`config.mk`:
```
export PLATFORM = sky130hd
export DESIGN_NAME = data_mem_arbiter
export DESIGN_NICKNAME = d
export VERILOG_FILES = /design/src/rtl/data_mem_arb_pkg.sv /design/src/rtl/data_mem_arbiter_rr_arbiter_2.sv /design/src/rtl/data_mem_arbiter.sv
export SDC_FILE = /design/constraint.sdc
export NUM_CORES = 1
export LEC_CHECK = 0
export CAP_MARGIN = 5
export CORE_MARGIN = 1.5
export CORE_UTILIZATION = 40
export DETAILED_ROUTE_END_ITERATION = 10
export GPL_TIMING_DRIVEN = 0
export PLACE_DENSITY = 0.75
export SYNTH_ARGS = -nofsm -noshare
export SYNTH_HDL_FRONTEND = slang
export SYNTH_HIERARCHICAL = 1
export SYNTH_SLANG_ARGS = --single-unit
```
`constraint.sdc`:
```
create_clock -name clk -period 1.81 [get_ports clk]
set_input_delay 0.181 -clock clk [delete_from_list [all_inputs] [get_ports clk]]
set_output_delay 0.181 -clock clk [all_outputs]
set_load 0.01 [all_outputs]
```
`src/rtl/data_mem_arb_pkg.sv`:
```
// Shared types and constants for the data-memory arbiter.
package data_mem_arb_pkg;

   typedef enum logic [1:0] {
      ST_IDLE  = 2'd0,
      ST_ISSUE = 2'd1,
      ST_WAIT  = 2'd2,
      ST_DONE  = 2'd3
   } state_t;

   localparam logic GRANT_CPU = 1'b0;
   localparam logic GRANT_AUX = 1'b1;

   // Timeout counter width; covers TIMEOUT up to 255.
   localparam int unsigned CNT_W = 8;

endpackage

```
`src/rtl/data_mem_arbiter_rr_arbiter_2.sv`:
```
// Two-way round-robin arbiter: on a tie the master that was not granted last wins.
module rr_arbiter_2
   import data_mem_arb_pkg::*;
(
   input  logic [1:0] req,         // bit 0 = CPU, bit 1 = AUX
   input  logic       last_grant,
   input  logic       enable,
   output logic       grant_valid,
   output logic       grant_id
);

   // Pick the winner; grant_id is only meaningful when grant_valid is high.
   always_comb begin
      grant_valid = enable & (|req);
      grant_id    = GRANT_CPU;
      if (req[0] && req[1]) begin
         grant_id = ~last_grant;
      end else if (req[1]) begin
         grant_id = GRANT_AUX;
      end
   end

endmodule

```
`src/rtl/data_mem_arbiter.sv`:
```
// Shares the single data-memory port between the CPU and an auxiliary master.
// One access at a time: IDLE -> ISSUE -> WAIT -> DONE, with a bounded stall timeout.
module data_mem_arbiter
   import data_mem_arb_pkg::*;
#(
   parameter int unsigned ADDR_W  = 32,
   parameter int unsigned DATA_W  = 32,
   parameter int unsigned MASK_W  = 4,
   parameter int unsigned TIMEOUT = 15
) (
   input  logic              clk,
   input  logic              reset,

   input  logic              cpu_req,
   input  logic              cpu_we,
   input  logic [ADDR_W-1:0] cpu_addr,
   input  logic [DATA_W-1:0] cpu_wdata,
   input  logic [MASK_W-1:0] cpu_mask,
   output logic              cpu_ack,
   output logic [DATA_W-1:0] cpu_rdata,
   output logic              cpu_err,
   output logic              cpu_stall,

   input  logic              aux_req,
   input  logic              aux_we,
   input  logic [ADDR_W-1:0] aux_addr,
   input  logic [DATA_W-1:0] aux_wdata,
   input  logic [MASK_W-1:0] aux_mask,
   output logic              aux_ack,
   output logic [DATA_W-1:0] aux_rdata,
   output logic              aux_err,

   output logic [ADDR_W-1:0] mem_addr,
   output logic [DATA_W-1:0] mem_wdata,
   output logic              mem_memwrite,
   output logic              mem_memread,
   output logic [MASK_W-1:0] mem_mask,
   input  logic [DATA_W-1:0] mem_rdata,
   input  logic              mem_stall
);

   state_t            state;
   logic              last_grant;
   logic              cur_grant;
   logic              lat_we;
   logic [ADDR_W-1:0] lat_addr;
   logic [DATA_W-1:0] lat_wdata;
   logic [MASK_W-1:0] lat_mask;
   logic [CNT_W-1:0]  cnt;

   logic              grant_valid;
   logic              grant_id;
   logic              finish;
   logic [DATA_W-1:0] resp_rdata;

   rr_arbiter_2 u_arb (
      .req         ({aux_req, cpu_req}),
      .last_grant  (last_grant),
      .enable      (state == ST_IDLE),
      .grant_valid (grant_valid),
      .grant_id    (grant_id)
   );

   // The access ends when memory releases its stall or the memory has stalled TIMEOUT full cycles.
   assign finish     = ~mem_stall | (cnt == CNT_W'(TIMEOUT));
   // Only a completed read returns data; writes and aborted accesses return zero.
   assign resp_rdata = (mem_stall | lat_we) ? '0 : mem_rdata;

   // CPU clock gate: hold the CPU while its request is outstanding.
   assign cpu_stall  = cpu_req & ~cpu_ack;

   // Access sequencer with request latch, timeout counter and registered responses.
   always_ff @(posedge clk) begin
      if (reset) begin
         state        <= ST_IDLE;
         last_grant   <= GRANT_AUX;
         cur_grant    <= GRANT_CPU;
         lat_we       <= 1'b0;
         lat_addr     <= '0;
         lat_wdata    <= '0;
         lat_mask     <= '0;
         cnt          <= '0;
         mem_addr     <= '0;
         mem_wdata    <= '0;
         mem_mask     <= '0;
         mem_memread  <= 1'b0;
         mem_memwrite <= 1'b0;
         cpu_ack      <= 1'b0;
         cpu_rdata    <= '0;
         cpu_err      <= 1'b0;
         aux_ack      <= 1'b0;
         aux_rdata    <= '0;
         aux_err      <= 1'b0;
      end else begin
         cpu_ack <= 1'b0;
         aux_ack <= 1'b0;
         case (state)
            ST_IDLE: begin
               if (grant_valid) begin
                  cur_grant  <= grant_id;
                  last_grant <= grant_id;
                  if (grant_id == GRANT_CPU) begin
                     lat_we    <= cpu_we;
                     lat_addr  <= cpu_addr;
                     lat_wdata <= cpu_wdata;
                     lat_mask  <= cpu_mask;
                  end else begin
                     lat_we    <= aux_we;
                     lat_addr  <= aux_addr;
                     lat_wdata <= aux_wdata;
                     lat_mask  <= aux_mask;
                  end
                  state <= ST_ISSUE;
               end
            end
            ST_ISSUE: begin
               mem_memread  <= ~lat_we;
               mem_memwrite <= lat_we;
               mem_addr     <= lat_addr;
               mem_wdata    <= lat_wdata;
               mem_mask     <= lat_mask;
               cnt          <= '0;
               state        <= ST_WAIT;
            end
            ST_WAIT: begin
               if (finish) begin
                  mem_memread  <= 1'b0;
                  mem_memwrite <= 1'b0;
                  if (cur_grant == GRANT_CPU) begin
                     cpu_ack   <= 1'b1;
                     cpu_rdata <= resp_rdata;
                     cpu_err   <= mem_stall;
                  end else begin
                     aux_ack   <= 1'b1;
                     aux_rdata <= resp_rdata;
                     aux_err   <= mem_stall;
                  end
                  state <= ST_DONE;
               end else begin
                  cnt <= cnt + CNT_W'(1);
               end
            end
            ST_DONE: begin
               state <= ST_IDLE;
            end
            default: begin
               state <= ST_IDLE;
            end
         endcase
      end
   end

endmodule

```
==> flow_summary.toml <==
[synthesis]
ys_ff_latch = 219
syn_area_um2 = 8440
ys_dominant_reg_cell = "sky130_fd_sc_hd__dfxtp_1"
synth_fp_nets = 998
synth_cells = 818
synthDistinctLibCells = 39
synth_warnings = 6
synth_async_sr_flop_share_pct = 0
ys_seq_area_share_pct = 51.9
syn_avg_cell_area_um2 = 10.3
synth-edff-count = 0

[clocking]
cts_tree = "done"
numClockSinks = 219
cts.clk_slew.worst_paths_ns = 0.06
clock_latency_ns = 0.52
cts_inserted_buffers = 24
clock_tree.htree_level_count = 1
clock_tree.buffer_depth = 3
cts.root.buffer_cell = "sky130_fd_sc_hd__clkbuf_16"
cts.hold.buffers_added = 0

[detailed_routing]
drt_wl_total_mm = 25.3
wl_per_cell_um = 17.4
vias_per_cell = 5.12
antenna_left = 0
router_iterations_before_antenna_repair = 4
dr.first_iter.drc_count = 263
detailroute.via_count = 7425
post-route-drc-count = 0

[hold_path]
hold_end = "cnt[4]$_SDFFE_PP0P_"
hold_path.startpoint = "reset"
min_path_type = "in -> reg"
worstHoldPathCells = 3

[run_status]
outcome = "complete, but fails checks"
violations = "negative setup slack"

[timing]
final_max_slew_viol_count = 0
worst_slew_margin_rel_pct = 60.3
setup_tns_ns = -0.0633
fin_hold_ws_ns = 0.220
tightest_slew_ns = 0.595
fin_crit_sh_pct = 101
setup_violations = 9
setup_ws_ns = -0.0189
grt_setup_unrepaired = "true"
achievable-frequency_mhz = 547
final_period_minus_worst_setup_slack_ns = 1.83
number_of_hold_slack_violations_in_the_final_timing_report = 0
worst_clock_skew_ns = 0.0109

[finish]
area_growth_syn_to_layout_pct = 54.3
finalInstanceArea_um2 = 13000
antenna-diode-count = 0
finalNetCount = 1342
most-common-layout-cells = "312 x sky130_fd_sc_hd__clkdlybuf4s50_1, 215 x sky130_fd_sc_hd__dfxtp_1, 146 x sky130_fd_sc_hd__nor2_1"
layout-drive-gt1-share_pct = 10.3
final_core_utilization_pct = 63.5
n_fill_cell = 1686
multi_input_area_um2 = 3880
final_common_cell = "sky130_fd_sc_hd__clkdlybuf4s50_1"
layout.area.seq_um2 = 4390

[worst_setup_path]
worst_r2r_startpoint = "cnt[7]$_SDFFE_PP0P_"
crit_fanout = 10
cp-end-kind = "register"
crit_arrival_ns = 2.23
reg2reg_slack_ns = -0.02
worstRegToRegCells = 5
crit-reg2reg-capture = "aux_rdata[21]$_SDFFE_PP0P_"
worst_ep_required_time_ns = 2.21
cp-start-kind = "register"
class_of_the_most_critical_setup_path = "reg -> reg"

[global_routing]
grt_first_pass_wirelength_mm = 38.9
grtUsageTotal_pct = 22.3
via_count_of_the_first_global_routing_pass = 7315
initial_antenna_violation_count = 0
pin_count_of_the_biggest_net_entering_global_routing = 14
global_route.overflow_total = 0

[power_and_ir_drop]
cellPowerDensity_nw_per_um2 = 1270
vdd.ir_drop.worst_v = 0.000733
p_leak_uw = 0.00495

[placement]
buffers_added_on_ports = 312
placed_area_um2 = 11900
dp_worst_setup_slack_ns = -0.901
gp_congestion = 0.818
place.detailed.hpwl_mm = 18.5

[die]
start_util_pct = 41.2
top_level_ports = 314
fp-row-count = 52
core_area_um2 = 20500
floorplan.die.height_um = 148
chipWidth_um = 148
floorplan.die_area_um2 = 22000

[job]
max_capacitance_violation_count = 0
==> how the worst max path moves through the flow <==
stage | from | endpoint | slack, ns | cells past startpoint
after floorplan | state[0]$_SDFFE_PP0P_ | lat_addr[0]$_SDFFE_PP0P_ | -0.03 | 9
after global placement | cpu_req | cur_grant$_SDFFE_PP0P_ | -0.85 | 8
after detailed placement | cpu_req | cur_grant$_SDFFE_PP0P_ | -0.90 | 8
after CTS | state[0]$_SDFFE_PP0P_ | cnt[3]$_SDFFE_PP0P_ | -0.006 | 7
after global routing | cnt[7]$_SDFFE_PP0P_ | aux_rdata[7]$_SDFFE_PP0P_ | -0.07 | 5
final | cnt[7]$_SDFFE_PP0P_ | aux_rdata[21]$_SDFFE_PP0P_ | -0.02 | 5
==> per-layer routing <==
| metal | share of wire, % | vias up | GRT usage [%] |
|---|---|---|---|
| met4 | 2.2 | 0 | 6.24 |
| met2 | 49 | 284 | 39.5 |
| li1 | - | 3619 | - |
| met5 | 0 | - | 0 |
| met1 | 41 | 3483 | 26.6 |
| met3 | 8.1 | 39 | 5.77 |
==> state kept, by name (all words and copies together), names as in the netlist <==
signal,count
cnt,8
mem_memwrite,1
aux_rdata,32
aux_ack,1
mem_mask,4
lat_addr,32
cpu_err,1
cpu_ack,1
cur_grant,1
lat_wdata,32
cpu_rdata,32
lat_we,1
lat_mask,4
mem_memread,1
mem_wdata,32
aux_err,1
last_grant,1
state,2
mem_addr,32
==> metrics by stage <==
stage | power, µW | instances
2_1_floorplan | 9480 | 818
4_1_cts | 16600 | 1444
5_1_grt | 17500 | 1449
3_3_place_gp | 11400 | 1400
3_5_place_dp | 11500 | 1400
6_report | 16600 | 1449
==> final cells by class <==
| class | count | area share, % |
|---|---|---|
| clock buffer | 36 | 5.57 |
| buffer | 65 | 3.16 |
| tap | 270 | 2.59 |
| sequential | 219 | 33.7 |
| inverter | 3 | 0.0865 |
| clock inverter | 7 | 0.576 |
| timing repair buffer | 320 | 24.5 |
| multi-input combinational | 529 | 29.8 |
==> cells in the mapped netlist (2+ instances only) <==
cell,n,area [µm²]
sky130_fd_sc_hd__nand2_1,10,37.5
sky130_fd_sc_hd__clkbuf_1,41,154
sky130_fd_sc_hd__nand3_1,11,55.1
sky130_fd_sc_hd__dfxtp_1,219,4380
sky130_fd_sc_hd__nor2_1,146,548
sky130_fd_sc_hd__a211oi_1,71,533
sky130_fd_sc_hd__and3_1,2,12.5
sky130_fd_sc_hd__o21ai_0,2,10.0
sky130_fd_sc_hd__a21oi_1,8,40.0
sky130_fd_sc_hd__buf_6,3,33.8
sky130_fd_sc_hd__nor2b_1,37,231
sky130_fd_sc_hd__nand2b_1,5,31.3
sky130_fd_sc_hd__o21a_1,2,15.0
sky130_fd_sc_hd__a22o_1,66,578
sky130_fd_sc_hd__inv_1,3,11.3
sky130_fd_sc_hd__mux2i_1,137,1370
sky130_fd_sc_hd__ha_1,5,62.6
sky130_fd_sc_hd__buf_1,13,48.8
sky130_fd_sc_hd__nand4_1,2,12.5
sky130_fd_sc_hd__or4_1,3,22.5
sky130_fd_sc_hd__buf_2,10,50.1
sky130_fd_sc_hd__nor3_1,5,25.0
==> worst max-delay path, stage by stage (launching register included) <==
cell,delay [ns]
sky130_fd_sc_hd__dfxtp_4,0.35
sky130_fd_sc_hd__or4_4,0.55
sky130_fd_sc_hd__o21ai_4,0.21
sky130_fd_sc_hd__a31oi_4,0.16
sky130_fd_sc_hd__buf_6,0.19
sky130_fd_sc_hd__a22o_1,0.24
==> cell families (layout without fill, tap and decap cells) <==
family                   Yosys count  count (layout)  share of synthesized area (%)
AND/OR/NAND/NOR                  228             228                           12.4
flip-flops                       219             219                           51.9
AO/OA/AOI/OAI                    158             158                           15.1
multiplexers                     137             137                           16.2
buffers and inverters             70             431                           3.53
adder cells (fa/ha/maj)            5               5                          0.741
XOR/XNOR                           1               1                          0.104
==> what timing repair did <==
item | in CTS | in global routing
gates resized for setup | 65 | 29
buffers inserted | 2 | 5
gates cloned | 1 | 0
pin swaps | 0 | 6
setup endpoints to repair | 206 | 140
==> where the power goes <==
| part | total, µW | leakage, µW | switching, µW | internal (µW) |
|---|---|---|---|---|
| clock | 4830 | 0.000399 | 1920 | 2910 |
| sequential | 6530 | 0.00179 | 610 | 5920 |
| combinational | 5230 | 0.00277 | 2620 | 2600 |
| total | 16600 | 0.00495 | 5150 | 11400 |
No activity file was read; power rests on OpenSTA's default activity.
